==> src/rtl/uart_tx_arbiter_if.sv <==
// uart_tx_arbiter_if: bundles the requester handshake, transmitter drive and status
//   signals of the UART transmit arbiter.
// Latency: none, wiring only.
// Backpressure: req_ready is the only backpressure path toward the byte sources.
// Ports: req_valid/req_data/req_ready (sources), tx_en/tx_data/tx_busy (transmitter),
//   grant_id/done/err_timeout (status), req_lock when UART_ARB_LOCK_EN is defined.
// modport master is the arbiter side; modport slave is the sources + transmitter side.
interface uart_tx_arbiter_if #(
  parameter int NUM_REQ    = 4,
  parameter int DATA_WIDTH = 8
);

  localparam int IW = (NUM_REQ > 1) ? $clog2(NUM_REQ) : 1;

  logic [NUM_REQ-1:0]            req_valid;
  logic [NUM_REQ*DATA_WIDTH-1:0] req_data;
  logic [NUM_REQ-1:0]            req_ready;
  logic                          tx_en;
  logic [DATA_WIDTH-1:0]         tx_data;
  logic                          tx_busy;
  logic [IW-1:0]                 grant_id;
  logic                          done;
  logic                          err_timeout;
`ifdef UART_ARB_LOCK_EN
  logic [NUM_REQ-1:0]            req_lock;
`endif

  modport master (
    input  req_valid, req_data, tx_busy,
`ifdef UART_ARB_LOCK_EN
    input  req_lock,
`endif
    output req_ready, tx_en, tx_data, grant_id, done, err_timeout
  );

  modport slave (
    output req_valid, req_data, tx_busy,
`ifdef UART_ARB_LOCK_EN
    output req_lock,
`endif
    input  req_ready, tx_en, tx_data, grant_id, done, err_timeout
  );

endinterface

==> src/rtl/uart_tx_arbiter.sv <==
// uart_tx_arbiter: round-robin sharing of one UART transmitter among NUM_REQ byte sources.
// Latency: req_ready in the same cycle a valid is seen in IDLE (tx_busy low), tx_en one cycle later.
// Backpressure: req_ready stays low outside IDLE and while tx_busy is high; sources hold valid/data.
// Ports: clk, rst (synchronous, active-high); bus (uart_tx_arbiter_if.master):
//   req_valid/req_data in, req_ready one-hot out; tx_en pulse, tx_data, tx_busy in;
//   grant_id (last accepted), done (frame finished), err_timeout (busy never rose).
// Optional: define UART_ARB_LOCK_EN to add bus.req_lock, which lets the last granted
//   requester keep the transmitter for consecutive bytes while its lock is held.
module uart_tx_arbiter #(
  parameter int NUM_REQ     = 4,
  parameter int DATA_WIDTH  = 8,
  parameter int ACK_TIMEOUT = 16
) (
  input  logic              clk,
  input  logic              rst,
  uart_tx_arbiter_if.master bus
);

  localparam int IW = (NUM_REQ > 1) ? $clog2(NUM_REQ) : 1;
  localparam int CW = (ACK_TIMEOUT > 1) ? $clog2(ACK_TIMEOUT) : 1;
  localparam logic [CW-1:0] CNT_LAST = CW'(ACK_TIMEOUT - 1);

  typedef enum logic [1:0] {
    IDLE      = 2'd0,
    ISSUE     = 2'd1,
    WAIT_BUSY = 2'd2,
    WAIT_DONE = 2'd3
  } state_t;

  state_t                state;
  state_t                state_nxt;
  logic [IW-1:0]         rr_ptr;
  logic [IW-1:0]         grant_q;
  logic [IW-1:0]         win_idx;
  logic [IW-1:0]         sel_idx;
  logic                  win_found;
  logic                  accept;
  logic                  lock_hold;
  logic                  timeout_hit;
  logic                  frame_done;
  logic [NUM_REQ-1:0]    ready_c;
  logic [DATA_WIDTH-1:0] sel_data;
  logic [DATA_WIDTH-1:0] tx_data_q;
  logic                  tx_en_q;
  logic [CW-1:0]         cnt;

  // Slot k positions after base, wrapping at NUM_REQ (NUM_REQ need not be a power of two).
  function automatic logic [IW-1:0] rr_slot(input logic [IW-1:0] base, input int k);
    int s;
    s = (int'(base) + k) % NUM_REQ;
    return IW'(s);
  endfunction

  // Round-robin search: scan from the farthest slot back to rr_ptr+1 so the
  // nearest valid requester after the last winner is the one left standing.
  always_comb begin
    win_found = 1'b0;
    win_idx   = '0;
    for (int k = NUM_REQ; k >= 1; k--) begin
      if (bus.req_valid[rr_slot(rr_ptr, k)]) begin
        win_found = 1'b1;
        win_idx   = rr_slot(rr_ptr, k);
      end
    end
  end

`ifdef UART_ARB_LOCK_EN
  // lock_active is armed when a frame of a locking requester completes; it
  // holds arbitration on grant_q until that requester drops its lock in IDLE.
  logic lock_active;

  assign lock_hold = lock_active & bus.req_lock[grant_q];

  always_ff @(posedge clk) begin
    if (rst) begin
      lock_active <= 1'b0;
    end else if (frame_done) begin
      lock_active <= bus.req_lock[grant_q];
    end else if (timeout_hit) begin
      lock_active <= 1'b0;
    end else if (state == IDLE && !lock_hold) begin
      lock_active <= 1'b0;
    end
  end
`else
  assign lock_hold = 1'b0;
`endif

  // Next state and combinational outputs. req_ready, done and err_timeout are
  // decoded from the current state so each lasts exactly one cycle.
  always_comb begin
    state_nxt   = state;
    accept      = 1'b0;
    sel_idx     = win_idx;
    ready_c     = '0;
    timeout_hit = 1'b0;
    frame_done  = 1'b0;
    case (state)
      IDLE: begin
        if (!bus.tx_busy) begin
          if (lock_hold) begin
            sel_idx = grant_q;
            accept  = bus.req_valid[grant_q];
          end else begin
            accept  = win_found;
          end
          if (accept) begin
            ready_c[sel_idx] = 1'b1;
            state_nxt        = ISSUE;
          end
        end
      end
      ISSUE: begin
        state_nxt = WAIT_BUSY;
      end
      WAIT_BUSY: begin
        if (bus.tx_busy) begin
          state_nxt = WAIT_DONE;
        end else if (cnt == CNT_LAST) begin
          // Byte is dropped; the transmitter never acknowledged it.
          timeout_hit = 1'b1;
          state_nxt   = IDLE;
        end
      end
      WAIT_DONE: begin
        if (!bus.tx_busy) begin
          frame_done = 1'b1;
          state_nxt  = IDLE;
        end
      end
      default: begin
        state_nxt = IDLE;
      end
    endcase
  end

  // Payload mux for the selected requester.
  always_comb begin
    sel_data = '0;
    for (int i = 0; i < NUM_REQ; i++) begin
      if (sel_idx == IW'(i)) begin
        sel_data = bus.req_data[i*DATA_WIDTH +: DATA_WIDTH];
      end
    end
  end

  always_ff @(posedge clk) begin
    if (rst) begin
      state <= IDLE;
    end else begin
      state <= state_nxt;
    end
  end

  // tx_data/grant_id/rr_ptr move only on accept, so tx_data is stable for the
  // whole frame. tx_en is registered and high only in the ISSUE cycle.
  always_ff @(posedge clk) begin
    if (rst) begin
      tx_en_q   <= 1'b0;
      tx_data_q <= '0;
      grant_q   <= '0;
      rr_ptr    <= IW'(NUM_REQ - 1);
      cnt       <= '0;
    end else begin
      tx_en_q <= (state_nxt == ISSUE);
      if (accept) begin
        tx_data_q <= sel_data;
        grant_q   <= sel_idx;
        rr_ptr    <= sel_idx;
      end
      if (state == ISSUE) begin
        cnt <= '0;
      end else if (state == WAIT_BUSY && !bus.tx_busy) begin
        cnt <= cnt + 1'b1;
      end
    end
  end

  assign bus.req_ready   = ready_c;
  assign bus.tx_en       = tx_en_q;
  assign bus.tx_data     = tx_data_q;
  assign bus.grant_id    = grant_q;
  assign bus.done        = frame_done;
  assign bus.err_timeout = timeout_hit;

endmodule

==> src/flat_wrapper.sv <==
// flat-port wrapper written by rule: the top's interface ports become plain ports
module uart_tx_arbiter_flat 
#(
  parameter int NUM_REQ     = 4,
  parameter int DATA_WIDTH  = 8,
  parameter int ACK_TIMEOUT = 16
)
  (clk, rst, bus_req_valid, bus_req_data, bus_tx_busy, bus_req_ready, bus_tx_en, bus_tx_data, bus_grant_id, bus_done, bus_err_timeout);
  uart_tx_arbiter_if #(.NUM_REQ(NUM_REQ), .DATA_WIDTH(DATA_WIDTH)) bus_i ();
  input  logic clk;
  input  logic rst;
  input wire logic [$bits(bus_i.req_valid)-1:0] bus_req_valid;
  input wire logic [$bits(bus_i.req_data)-1:0] bus_req_data;
  input wire logic [$bits(bus_i.tx_busy)-1:0] bus_tx_busy;
  output wire logic [$bits(bus_i.req_ready)-1:0] bus_req_ready;
  output wire logic [$bits(bus_i.tx_en)-1:0] bus_tx_en;
  output wire logic [$bits(bus_i.tx_data)-1:0] bus_tx_data;
  output wire logic [$bits(bus_i.grant_id)-1:0] bus_grant_id;
  output wire logic [$bits(bus_i.done)-1:0] bus_done;
  output wire logic [$bits(bus_i.err_timeout)-1:0] bus_err_timeout;
  assign bus_i.req_valid = bus_req_valid;
  assign bus_i.req_data = bus_req_data;
  assign bus_i.tx_busy = bus_tx_busy;
  assign bus_req_ready = bus_i.req_ready;
  assign bus_tx_en = bus_i.tx_en;
  assign bus_tx_data = bus_i.tx_data;
  assign bus_grant_id = bus_i.grant_id;
  assign bus_done = bus_i.done;
  assign bus_err_timeout = bus_i.err_timeout;
  uart_tx_arbiter #(.NUM_REQ(NUM_REQ), .DATA_WIDTH(DATA_WIDTH), .ACK_TIMEOUT(ACK_TIMEOUT)) u_core (.clk(clk), .rst(rst), .bus(bus_i));
endmodule
==> config.mk <==
export PLATFORM = sky130hd
export DESIGN_NAME = uart_tx_arbiter_flat
export DESIGN_NICKNAME = d
export VERILOG_FILES = /design/src/rtl/uart_tx_arbiter_if.sv /design/src/rtl/uart_tx_arbiter.sv /design/src/flat_wrapper.sv
export SDC_FILE = /design/constraint.sdc
export NUM_CORES = 1
export LEC_CHECK = 0
export BUFFER_PORTS_ARGS = -buffer_cell sky130_fd_sc_hd__buf_4
export CAP_MARGIN = 40
export CORE_MARGIN = 2
export CORE_UTILIZATION = 40
export DETAILED_ROUTE_END_ITERATION = 10
export GPL_ROUTABILITY_DRIVEN = 0
export PLACE_DENSITY = 0.8
export SYNTH_ARGS = -nofsm -noshare
export SYNTH_HDL_FRONTEND = slang
export SYNTH_SLANG_ARGS = --single-unit
export TNS_END_PERCENT = 100
==> constraint.sdc <==
create_clock -name clk -period 2.5 [get_ports clk]
set_input_delay 0 -clock clk [delete_from_list [all_inputs] [get_ports clk]]
set_output_delay 0 -clock clk [all_outputs]
set_load 0.01 [all_outputs]
Word-level counts from Yosys, hierarchy flattened
Index checks and enable logic that the tools add are counted.
Storage, ports and cells
  flip-flop bits (word level): 19
  bits in latches: 0
  RAM bits: 0
  ROM bits: 0
  bits of input ports: 39
  output and inout port bits: 17
  logic and storage cells: 75
  memories: 0
Operators by class
  add/sub/neg operators: 5
  multiply operators: 0
  divide/modulo/power cells: 0
  $lt $le $gt $ge: 6
  equal/unequal tests: 8
  shift-type cells: 0
  muxes and demuxes: 44
  bitwise operators: 0
  reductions and logical operators: 6
Operators with widths (number)
  8-bit 2-to-1 mux: 4
  2-bit 2-to-1 mux: 13
  1-bit 2-to-1 mux: 18
  2-bit by 3-bit < comparator with 1-bit output (second input constant): 5
  4-bit 2-to-1 mux: 3
  1-bit binary-select mux with 2-bit select: 4
  2-bit equality test (second input constant): 4
  2-bit one-hot mux with 4 select lines: 1
  2-bit by 1-bit equality test with 1-bit output (second input constant): 3
  2-bit by 1-bit adder with 2-bit output (second input constant): 2
  2-bit adder (second input constant): 2
  4-bit by 1-bit adder with 4-bit output (second input constant): 1
  4-bit equality test (second input constant): 1
  2-bit zero test: 2
  1-bit demux with 2-bit select: 1
  2-bit by 1-bit greater-or-equal comparator with 1-bit output (second input constant): 1
  1-bit logical AND: 2
  2-bit OR reduction: 1
  1-bit zero test: 1

Longest topological paths before layout
Gate-level depths: netlist of run 1.
  word-level depth: 16
  gate-level depth with buffers: 7

Worst setup path before layout of run 1
OpenSTA, ideal clock, no wires.
  kind: reg2reg
  start: register u_core.rr_ptr[0]
  end: register u_core.tx_data_q[1] (netlist: u_core.bus.tx_data[1])
  library setup time: 72 ps
  arrival: 1442 ps
  data required time: 2428 ps
  setup slack: 985 ps
  cell stages (with the launch flop): 8
  cell sequence: dfxtp_1 and2b_1 o221a_4 buf_12 buf_12 mux2i_1 mux2_2 o21ai_1
On the way
  cells in the longest elaborated chain, start to end: 16
RTL lines
  from (decl): line uart_tx_arbiter.sv:32  | logic [IW-1:0] rr_ptr;
  from (signal assigned): line uart_tx_arbiter.sv:162  | rr_ptr <= IW'(NUM_REQ - 1);
  from (signal assigned): line uart_tx_arbiter.sv:169  | rr_ptr <= sel_idx;
  2-bit by 1-bit adder with 2-bit output: line uart_tx_arbiter.sv:50  | s = (int'(base) + k) % NUM_REQ;
  1-bit binary-select mux with 2-bit select: line uart_tx_arbiter.sv:60  | if (bus.req_valid[rr_slot(rr_ptr, k)]) begin
  1-bit 2-to-1 mux (not written as such): line uart_tx_arbiter.sv:60
  2-bit 2-to-1 mux (4 in series): line uart_tx_arbiter.sv:60
  2-bit 2-to-1 mux: line uart_tx_arbiter.sv:100  | if (!bus.tx_busy) begin
  2-bit 2-to-1 mux: line uart_tx_arbiter.sv:98  | case (state)
  2-bit 2-to-1 mux: line uart_tx_arbiter.sv:100
  2-bit 2-to-1 mux: line uart_tx_arbiter.sv:98
  2-bit zero test: line uart_tx_arbiter.sv:141  | if (sel_idx == IW'(i)) begin
  8-bit 2-to-1 mux (4 in series): line uart_tx_arbiter.sv:141
  to (signal assigned): line uart_tx_arbiter.sv:167  | tx_data_q <= sel_data;
  to (decl): line uart_tx_arbiter.sv:43  | logic [DATA_WIDTH-1:0] tx_data_q;
Parallel ways exist; a longest one is shown, timed or not. The select of a mux whose other input is x is not followed.
A chain may end at the register's enable or synchronous reset.

Worst setup path after layout of run 1
  start: register u_core.state[1]
  end: output port bus_req_ready[1]
On the way
  cells in the longest elaborated chain, start to end: 2
RTL lines
  from (decl): line uart_tx_arbiter.sv:30  | state_t state;
  from (signal assigned): line uart_tx_arbiter.sv:151  | state <= state_nxt;
  2-bit zero test: line uart_tx_arbiter.sv:98
  4-bit 2-to-1 mux: line uart_tx_arbiter.sv:98
  to (decl): line flat_wrapper.sv:15  | output wire logic [$bits(bus_i.req_ready)-1:0] bus_req_ready;
Every way passes these cells.

==> results by group, run 1 <==
Drt
  • Antenna viol nets, final: 0
  • DR vias/cell: 5.28
  • Initial DRC Count: 28
  • First-pass DRT Iterations: 6
  • WL final: 2.88 mm
  • Average wire per standard cell: 13.2 µm
  • Residual DRC count: 0
  • Vias: 1152

Layout
  • Fillcell total: 257
  • Ant. Diodes: 0
  • Final instance area: 1670 µm²
  • Post-Layout Cell Count: 218
  • Fin nets: 226
  • Fraction of layout cells with a size suffix above 1: 41.6%
  • Synth-to-layout area growth: 35.4%

Worst setup path
  • Worst Setup End Kind: primary output
  • Crit path required time: 2.50 ns
  • Critical Path Start Type: flop
  • Worst setup path category: reg -> out
  • Critical path arrival: 1.86 ns
  • CP max FO: 14

Floorplan
  • Row count: 20
  • CORE AREA: 2980 µm²
  • DIE HEIGHT: 59.5 µm
  • Die X: 59.5 µm
  • Die footprint: 3530 µm²
  • I/O pin count: 56
  • Initial core utilization: 41.3%

Global route
  • Global route total overflow: 0
  • GRT Total Usage: 17.7%
  • Largest net degree at the start of global routing: 20
  • Initial antenna violation count: 0
  • First-pass GRT wire length: 4.83 mm
  • Number of global-route vias before repair: 1135

Clock tree
  • Post-CTS Resized: 0
  • CTS HTree Levels: 1
  • CTS Buffer Depth: 2
  • Clk pin slew, worst setup/hold paths: 0.11 ns
  • CTS Buf Count: 3
  • Root buffer cell: clkbuf_4
  • Hold_buf cts: 1
  • Post-CTS setup buffers: 0
  • CTS tree: done
  • CTS sink cnt: 19
  • Clock Latency Late Sink: 0.30 ns

Timing
  • Max Clock Freq: 537 MHz
  • Final hold vios: 0
  • Final setup viols: 0
  • Slew Limit Fails: 0
  • Slew headroom: 68.4%
  • Setup Total Neg Slack: 0 ns
  • Crit path time final: 1.86 ns
  • Setup repair after global routing missed its margin: false
  • Layout Skew: 0.0127 ns
  • Worst-margin pin slew: 0.475 ns
  • Final period utilization: 74.5%

Synth
  • Avg Cell Area, Syn: 9.32 µm²
  • Synthesized area: 1230 µm²
  • Ys Warns: 0
  • Mapped Cells: 132
  • Sequential share of the synthesized area: 30.9%
  • Synth Register Bits: 19
  • Mapped Nets: 172
  • Netlist cell types: 34

Pwr
  • Lkg Pwr: 0.734 nW
  • Total power: 0.792 mW
  • PD cells: 476 nW/µm²
  • Peak VDD IR: 0.212 mV

Job
  • Max_cap viols: 0

Worst hold path
  • Worst min path class: in -> reg

Status
  • Outcome: finished, final reports clean

Placement
  • DP HPWL: 2.35 mm
  • Port bufs: 55
  • Placed cell area: 1630 µm²
  • Cells after DPL: 213
through the flow:
step	hold slack, ns	utilization [%]	setup WS [ns]
floorplan	0.149	-	0.985
global placement	0.294	54.3	0.831
detailed placement	0.306	54.6	0.794
CTS	0.0141	55.9	0.650
global route	0.0372	55.9	0.434
finish	0.0209	55.9	0.636
cells in the mapped netlist, drive strengths merged:
library cell  number  share of area [%]
nor3b              2                1.2
o21a               1               0.61
or2                1               0.51
o22ai              1               0.51
dfxtp             19                 31
and2               1               0.51
nand2              7                2.1
buf                4                4.2
a21oi              7                2.8
mux2               8                8.9
clkbuf             4                1.2
ha                 1                1.0
and2b              1               0.61
nor3               4                1.6
o21ai             10                5.6
nand3              1               0.41
a31oi              2                1.0
o221a              1                1.6
nor2b              5                2.5
a21o               1               0.61
a21boi             1               0.61
inv                1               0.30
nand2b             6                3.1
nand3b             9                5.5
nor2              10                3.1
o21bai             2                1.2
mux2i             17                 14
nand4b             1               0.71
o311ai             1                1.3
o211ai             3                1.8
path summary, 6_finish.rpt:
path                          start                      to  slack, ns  cells past startpoint
max                 u_core.state[1]        bus_req_ready[1]       0.64                      4
max reg2reg         u_core.state[1]   u_core.bus.tx_data[0]       0.79                      4
min reg2reg  u_core.bus.grant_id[1]  u_core.bus.grant_id[1]       0.49                      2
min                     bus_tx_busy         u_core.state[0]       0.02                      3
flip-flops by register name, summed over array words and instances (netlist names):
signal	cells
u_core.bus.grant_id	2
u_core.state	2
u_core.bus.tx_data	8
u_core.cnt	4
u_core.bus.tx_en	1
u_core.rr_ptr	2
cell usage in the layout, fill, tap and decap left out, types with 2 or more instances in the layout:
| cell type | synthesis | final |
|---|---|---|
| o21bai_1 | 2 | 2 |
| nand2_1 | 7 | 7 |
| mux2_4 | 5 | 5 |
| mux2i_1 | 17 | 17 |
| a31oi_1 | 2 | 2 |
| nor3b_1 | 2 | 2 |
| nor3_1 | 4 | 4 |
| nand3b_1 | 9 | 9 |
| nor2_1 | 10 | 10 |
| dfxtp_1 | 19 | 19 |
| clkbuf_4 | 0 | 3 |
| o21ai_2 | 5 | 5 |
| o21ai_1 | 5 | 5 |
| mux2_2 | 3 | 3 |
| buf_4 | 1 | 56 |
| nor2b_1 | 5 | 5 |
| nand2b_1 | 6 | 6 |
| o211ai_1 | 3 | 3 |
| a21oi_1 | 7 | 7 |
worst max-delay path: stages (launching register included):
cell and delay [ns]:
dfxtp_1 0.45, nor3_1 0.32, nand2_1 0.34, nor3b_1 0.30, buf_4 0.16
per-layer routing:
layer  share of wire, %  GRT usage [%]
met5                  0              0
met1                 41           19.8
met3                6.5           3.71
met2                 51           32.3
met4                1.5           6.49
report_power, final:
group / total, mW / leakage (nW) / internal, mW / switching (mW)
Sequential: 0.355 / 0.156 / 0.329 / 0.0265
Clock: 0.154 / 0.0139 / 0.0609 / 0.0930
Combinational: 0.284 / 0.564 / 0.162 / 0.121
Total: 0.792 / 0.734 / 0.552 / 0.241
layout make-up:
type                       count  area, µm²  area share (%)
timing repair buffer          57        430            25.8
sequential                    19        380            22.8
clock inverter                 1       7.51           0.451
inverter                       1       3.75           0.225
clock buffer                   3       22.5            1.35
tap                           33       41.3            2.48
multi-input combinational    104        779            46.8
cells by family after synthesis:
group / Yosys count / synth area share (%)
mux: 25 / 22.7
flops: 19 / 30.9
compound gates: 30 / 17.8
buf+inv: 9 / 5.70
fa+ha+maj: 1 / 1.02
simple gates: 48 / 21.9
No activity file was read; power rests on OpenSTA's default activity.
==> run 2: changes to the inputs <==
Settings changed: PLACE_DENSITY 0.8 to 0.83.
Clock period 2.5 ns to 1.67 ns, I/O delays scaled along.
==> run 2 against run 1 <==
Net effect: setup slack lost 0.63 ns; sequential share of layout area fell by 1.8 points; core utilization grew 5.2 points; sequential power grew 47%; cell count up 5.5%; via count rose by 8.2%; critical endpoint is now u_core.bus.tx_data[7]; global-route usage increased by 0.72 points; count of clock-buffer cells in the layout stayed put; clock skew down 0.011 ns; power increased by 63%.
==> results by group, run 2 (same netlist as run 1, synthesis figures left out) <==
Status
  • Outcome: finished, final reports clean

Floorplan
  • Row count: 20
  • I/O pin count: 56
  • CORE AREA: 2980 µm²
  • Initial core utilization: 41.3%
  • Die X: 59.5 µm
  • Die footprint: 3530 µm²
  • DIE HEIGHT: 59.5 µm

Layout
  • Ant. Diodes: 0
  • Most frequent cells in the layout: 64 x buf_4, 17 x mux2i_1, 17 x dfxtp_1
  • Final instance area: 1820 µm²
  • Post-Layout Cell Count: 230
  • Fraction of layout cells with a size suffix above 1: 49.7%
  • Fin nets: 238
  • Most common cell after layout, fill and taps aside: buf_4
  • Max FFs per register: 8
  • Fillcell total: 261
  • Synth-to-layout area growth: 47.9%

Timing
  • Setup repair after global routing missed its margin: true
  • Final period utilization: 99.8%
  • Setup Total Neg Slack: 0 ns
  • Slew headroom: 68.1%
  • Layout Skew: 0.00186 ns
  • Final setup viols: 0
  • Final hold vios: 0
  • Worst-margin pin slew: 0.479 ns
  • Crit path time final: 1.67 ns
  • Slew Limit Fails: 0
  • Min Hold Slack: 0.137 ns
  • Max Clock Freq: 600 MHz

Worst setup path
  • Critical path arrival: 1.91 ns
  • Slowest CP cell: dfxtp_2
  • Slowest stage delay, CP: 0.36 ns
  • Worst Setup End Kind: flop
  • Crit path required time: 1.91 ns
  • WP buf/inv: 2
  • Worst path most repeated cell: o21ai_2
  • Worst setup path category: reg -> reg
  • Critical Path Start Type: flop
  • Cell family with the largest share of critical-path delay: compound AO/OA/AOI/OAI gates
  • CP max FO: 8
  • Crit-path cells: and2b_2, o21ai_2, o311ai_4, buf_6, buf_4, mux2_4, o21ai_2

Global route
  • M3 GR Usage: 4.15%
  • GRT busiest layer: met2
  • First-pass GRT wire length: 5.05 mm
  • Global route total overflow: 0
  • Number of global-route vias before repair: 1226
  • Largest net degree at the start of global routing: 20
  • GRT Total Usage: 18.4%
  • Grt met1 use: 20.1%
  • Initial antenna violation count: 0
  • GR Util met2: 36.6%

Drt
  • Residual DRC count: 0
  • Vias: 1246
  • First-pass DRT Iterations: 4
  • Average wire per standard cell: 14.3 µm
  • Antenna viol nets, final: 0
  • Initial DRC Count: 31
  • WL final: 3.29 mm
  • DR vias/cell: 5.42

Pwr
  • Peak VDD IR: 0.444 mV
  • P_sw: 0.408 mW
  • Gate power share: 40.7%
  • Sw Share: 31.5%
  • Lkg Pwr: 0.808 nW
  • Power share of the clock group: 18.9%
  • Pint: 0.885 mW
  • Total power: 1.29 mW
  • Part of the power in registers: 40.4%
  • PD cells: 711 nW/µm²

Clock tree
  • CTS tree: done
  • Clock Latency Late Sink: 0.30 ns
  • CTS sink cnt: 19
  • Clk pin slew, worst setup/hold paths: 0.12 ns
  • CTS Buf Count: 3
  • Root buffer cell: clkbuf_4
  • CTS Buffer Depth: 2
  • CTS HTree Levels: 1

Placement
  • DP HPWL: 2.35 mm
  • Port bufs: 55
  • Placed cell area: 1650 µm²
  • Cells after DPL: 216

Worst hold path
  • Worst min path class: in -> reg

Job
  • Max_cap viols: 0
run 2: cell type report:
class	count	area, µm²	share of cell area, %
multi-input cells	104	827	45.5
clock buffers	3	22.5	1.24
repair buffers	69	534	29.4
flip-flops and latches	19	383	21.0
clock inverters	1	7.51	0.413
well taps	33	41.3	2.27
inverters	1	3.75	0.206
run 2: per-layer routing:
metal | part of all wire (%) | wire length [µm]
met2 | 55 | 1800
met4 | 0 | 0
met5 | 0 | 0
met3 | 5.2 | 170
met1 | 40 | 1320
run 2: path summary, 6_finish.rpt:
kind / from / cells past startpoint / endpoint / slack (ns)
max: u_core.rr_ptr[0] / 7 / u_core.bus.tx_data[7] / 0.003
min: bus_tx_busy / 3 / u_core.cnt[0] / 0.14
max reg2reg: u_core.rr_ptr[0] / 7 / u_core.bus.tx_data[7] / 0.003
min reg2reg: u_core.bus.grant_id[1] / 2 / u_core.bus.grant_id[1] / 0.47
run 2: through the flow:
step | util, % | setup slack [ns]
after floorplan | - | 0.155
after global placement | 55.1 | 0.00781
after detailed placement | 55.3 | 0.0733
after CTS | 58.7 | 0.0162
after global routing | 61.1 | -0.0549
final | 61.1 | 0.00331
run 2: power by group through the flow:
stage,Clock [mW],Sequential [mW],Combinational (mW)
finish,0.244,0.522,0.527
global route,0.258,0.526,0.565
CTS,0.243,0.520,0.481
detailed placement,0,0.528,0.447
global placement,0,0.525,0.430
floorplan,0,0.537,0.290
run 2: worst reg2reg max path, stage by stage, from the launching register on:
cell and delay (ns):
dfxtp_2 0.36, and2b_2 0.24, o21ai_2 0.18, o311ai_4 0.12, buf_6 0.16, buf_4 0.14
mux2_4 0.30, o21ai_2 0.11
run 2: repair_timing:
item / 4_1_cts / 5_1_grt
gates resized for setup: 6 / 10
endpoints found under the setup margin: 4 / 5
hold endpoints to repair: 6 / 0
cloned: 0 / 0
pin swaps: 2 / 5
buffers inserted: 4 / 4
hold buffers: 2 / 0
==> run 3: changes to the inputs <==
Settings changed: BUFFER_PORTS_ARGS -buffer_cell sky130_fd_sc_hd__buf_4 to -buffer_cell sky130_fd_sc_hd__buf_2, CAP_MARGIN 40 to 20.
==> run 3 against run 2 <==
Net effect: power shrank 5.6%; sequential share of layout area grew 2.0 points; setup slack gained 0.041 ns; global-route usage shrank 2.1 points; clock power shrank 7%; die area is the same; critical path depth is the same; critical endpoint is now u_core.bus.tx_data[4]; via count shrank 7.3%; non-clock buffer count shrank 2; worst hold slack lost 0.091 ns; register-to-register slack gained 0.04 ns.
==> results by group, run 3 (same netlist as run 1, synthesis figures left out) <==
Drt
  • Average wire per standard cell: 12.3 µm
  • WL final: 2.81 mm
  • Antenna viol nets, final: 0
  • First-pass DRT Iterations: 4
  • Residual DRC count: 0
  • Initial DRC Count: 47
  • DR vias/cell: 5.07
  • Vias: 1155

Pwr
  • Total power: 1.22 mW
  • PD cells: 736 nW/µm²
  • Lkg Pwr: 0.769 nW
  • Part of the power in registers: 42.4%
  • Pint: 0.849 mW
  • Sw Share: 30.5%
  • Power share of the clock group: 18.6%
  • P_sw: 0.372 mW
  • Gate power share: 39.0%
  • Peak VDD IR: 0.357 mV

Timing
  • Worst-margin pin slew: 0.487 ns
  • Slew headroom: 67.5%
  • Setup repair after global routing missed its margin: true
  • Max Clock Freq: 615 MHz
  • Crit path time final: 1.63 ns
  • Final setup viols: 0
  • Final period utilization: 97.4%
  • Slew Limit Fails: 0
  • Layout Skew: 0.00811 ns
  • Final hold vios: 0

Layout
  • Synth-to-layout area growth: 34.9%
  • Ant. Diodes: 0
  • Fin nets: 236
  • Most common cell after layout, fill and taps aside: buf_2
  • Final instance area: 1660 µm²
  • Final design utilization: 55.7%
  • Fillcell total: 283
  • Area taken by flip-flops and latches: 383 µm²
  • Max FFs per register: 8
  • Most frequent cells in the layout: 55 x buf_2, 17 x mux2i_1, 17 x dfxtp_1
  • Fraction of layout cells with a size suffix above 1: 48.7%
  • Area of the multi-input gates: 815 µm²

Global route
  • Largest net degree at the start of global routing: 20
  • GRT Total Usage: 16.3%
  • Number of global-route vias before repair: 1050
  • First-pass GRT wire length: 4.40 mm
  • Global route total overflow: 0
  • Initial antenna violation count: 0

Placement
  • Port bufs: 55
  • Placed cell area: 1520 µm²
  • DP HPWL: 2.03 mm

Worst setup path
  • Critical path arrival: 1.85 ns
  • Worst setup path category: reg -> reg
  • Critical Path Start Type: flop
  • Crit path required time: 1.89 ns
  • Worst r2r src: u_core.rr_ptr[0]
  • Worst Setup End Kind: flop
  • CP max FO: 11
  • CP startpoint: u_core.rr_ptr[0]

Clock tree
  • Clk pin slew, worst setup/hold paths: 0.11 ns
  • Hold_buf cts: 0
  • CTS tree: done
  • Root buffer cell: clkbuf_4
  • CTS Buffer Depth: 2
  • CTS HTree Levels: 1
  • CTS Buf Count: 3
  • Clock Latency Late Sink: 0.29 ns
  • CTS sink cnt: 19

Floorplan
  • Die X: 59.5 µm
  • CORE AREA: 2980 µm²
  • Initial core utilization: 41.3%
  • Row count: 20
  • Die footprint: 3530 µm²
  • I/O pin count: 56
  • DIE HEIGHT: 59.5 µm

Worst hold path
  • Worst min path class: in -> reg
  • Hold Crit Start: bus_tx_busy

Job
  • Max_cap viols: 0

Status
  • Outcome: finished, final reports clean
-- run 3: worst paths after layout --
check | endpoint | slack [ns] | depth (start not counted)
worst max-delay path | u_core.bus.tx_data[4] | 0.04 | 7
worst min-delay path | u_core.state[0] | 0.05 | 3
worst max register to register | u_core.bus.tx_data[4] | 0.04 | 7
worst min register to register | u_core.bus.grant_id[1] | 0.46 | 2
-- run 3: power groups by stage --
stage / clock network (mW) / logic, mW / registers, mW
3_5_place_dp: 0 / 0.412 / 0.525
5_1_grt: 0.252 / 0.518 / 0.522
2_1_floorplan: 0 / 0.290 / 0.537
3_3_place_gp: 0 / 0.406 / 0.524
6_report: 0.228 / 0.476 / 0.518
4_1_cts: 0.246 / 0.433 / 0.515
-- run 3: layer usage --
metal | vias up | share of wire, % | track usage (%)
met5 | - | 0 | 0
met4 | 0 | 0.28 | 5.84
met3 | 2 | 5.3 | 3.06
met2 | 40 | 48 | 27.8
met1 | 511 | 46 | 20.3
li1 | 602 | - | -
-- run 3: final cells by class --
type | instances | area share [%]
inverters | 1 | 0.226
well taps | 33 | 2.49
clock buffers | 4 | 1.58
repair buffers | 67 | 23.5
multi-input cells | 104 | 49.1
flip-flops and latches | 19 | 23.1
-- run 3: repair_timing --
item	in CTS	in global routing
pin swaps	2	1
endpoints found under the setup margin	3	4
gates resized for setup	1	8
buffers inserted	2	6
-- run 3: critical path, stage by stage (launching register included) --
cell      delay [ns]
dfxtp_2         0.35
and2b_1         0.21
o21ai_2         0.17
o311ai_4        0.13
buf_12          0.17
buf_4           0.14
mux2_4          0.29
o21ai_2         0.10
-- run 3: through the flow --
| step | setup WS, ns | instances | hold WS [ns] | setup TNS (ns) |
|---|---|---|---|---|
| final | 0.0441 | 228 | 0.0454 | 0 |
| after global routing | -0.0536 | 228 | 0.0524 | -0.172 |
| after CTS | 0.00483 | 222 | 0.0160 | 0 |
| after detailed placement | 0.137 | 216 | 0.351 | 0 |
| after global placement | 0.206 | 216 | 0.330 | 0 |
| after floorplan | 0.155 | 132 | 0.149 | 0 |
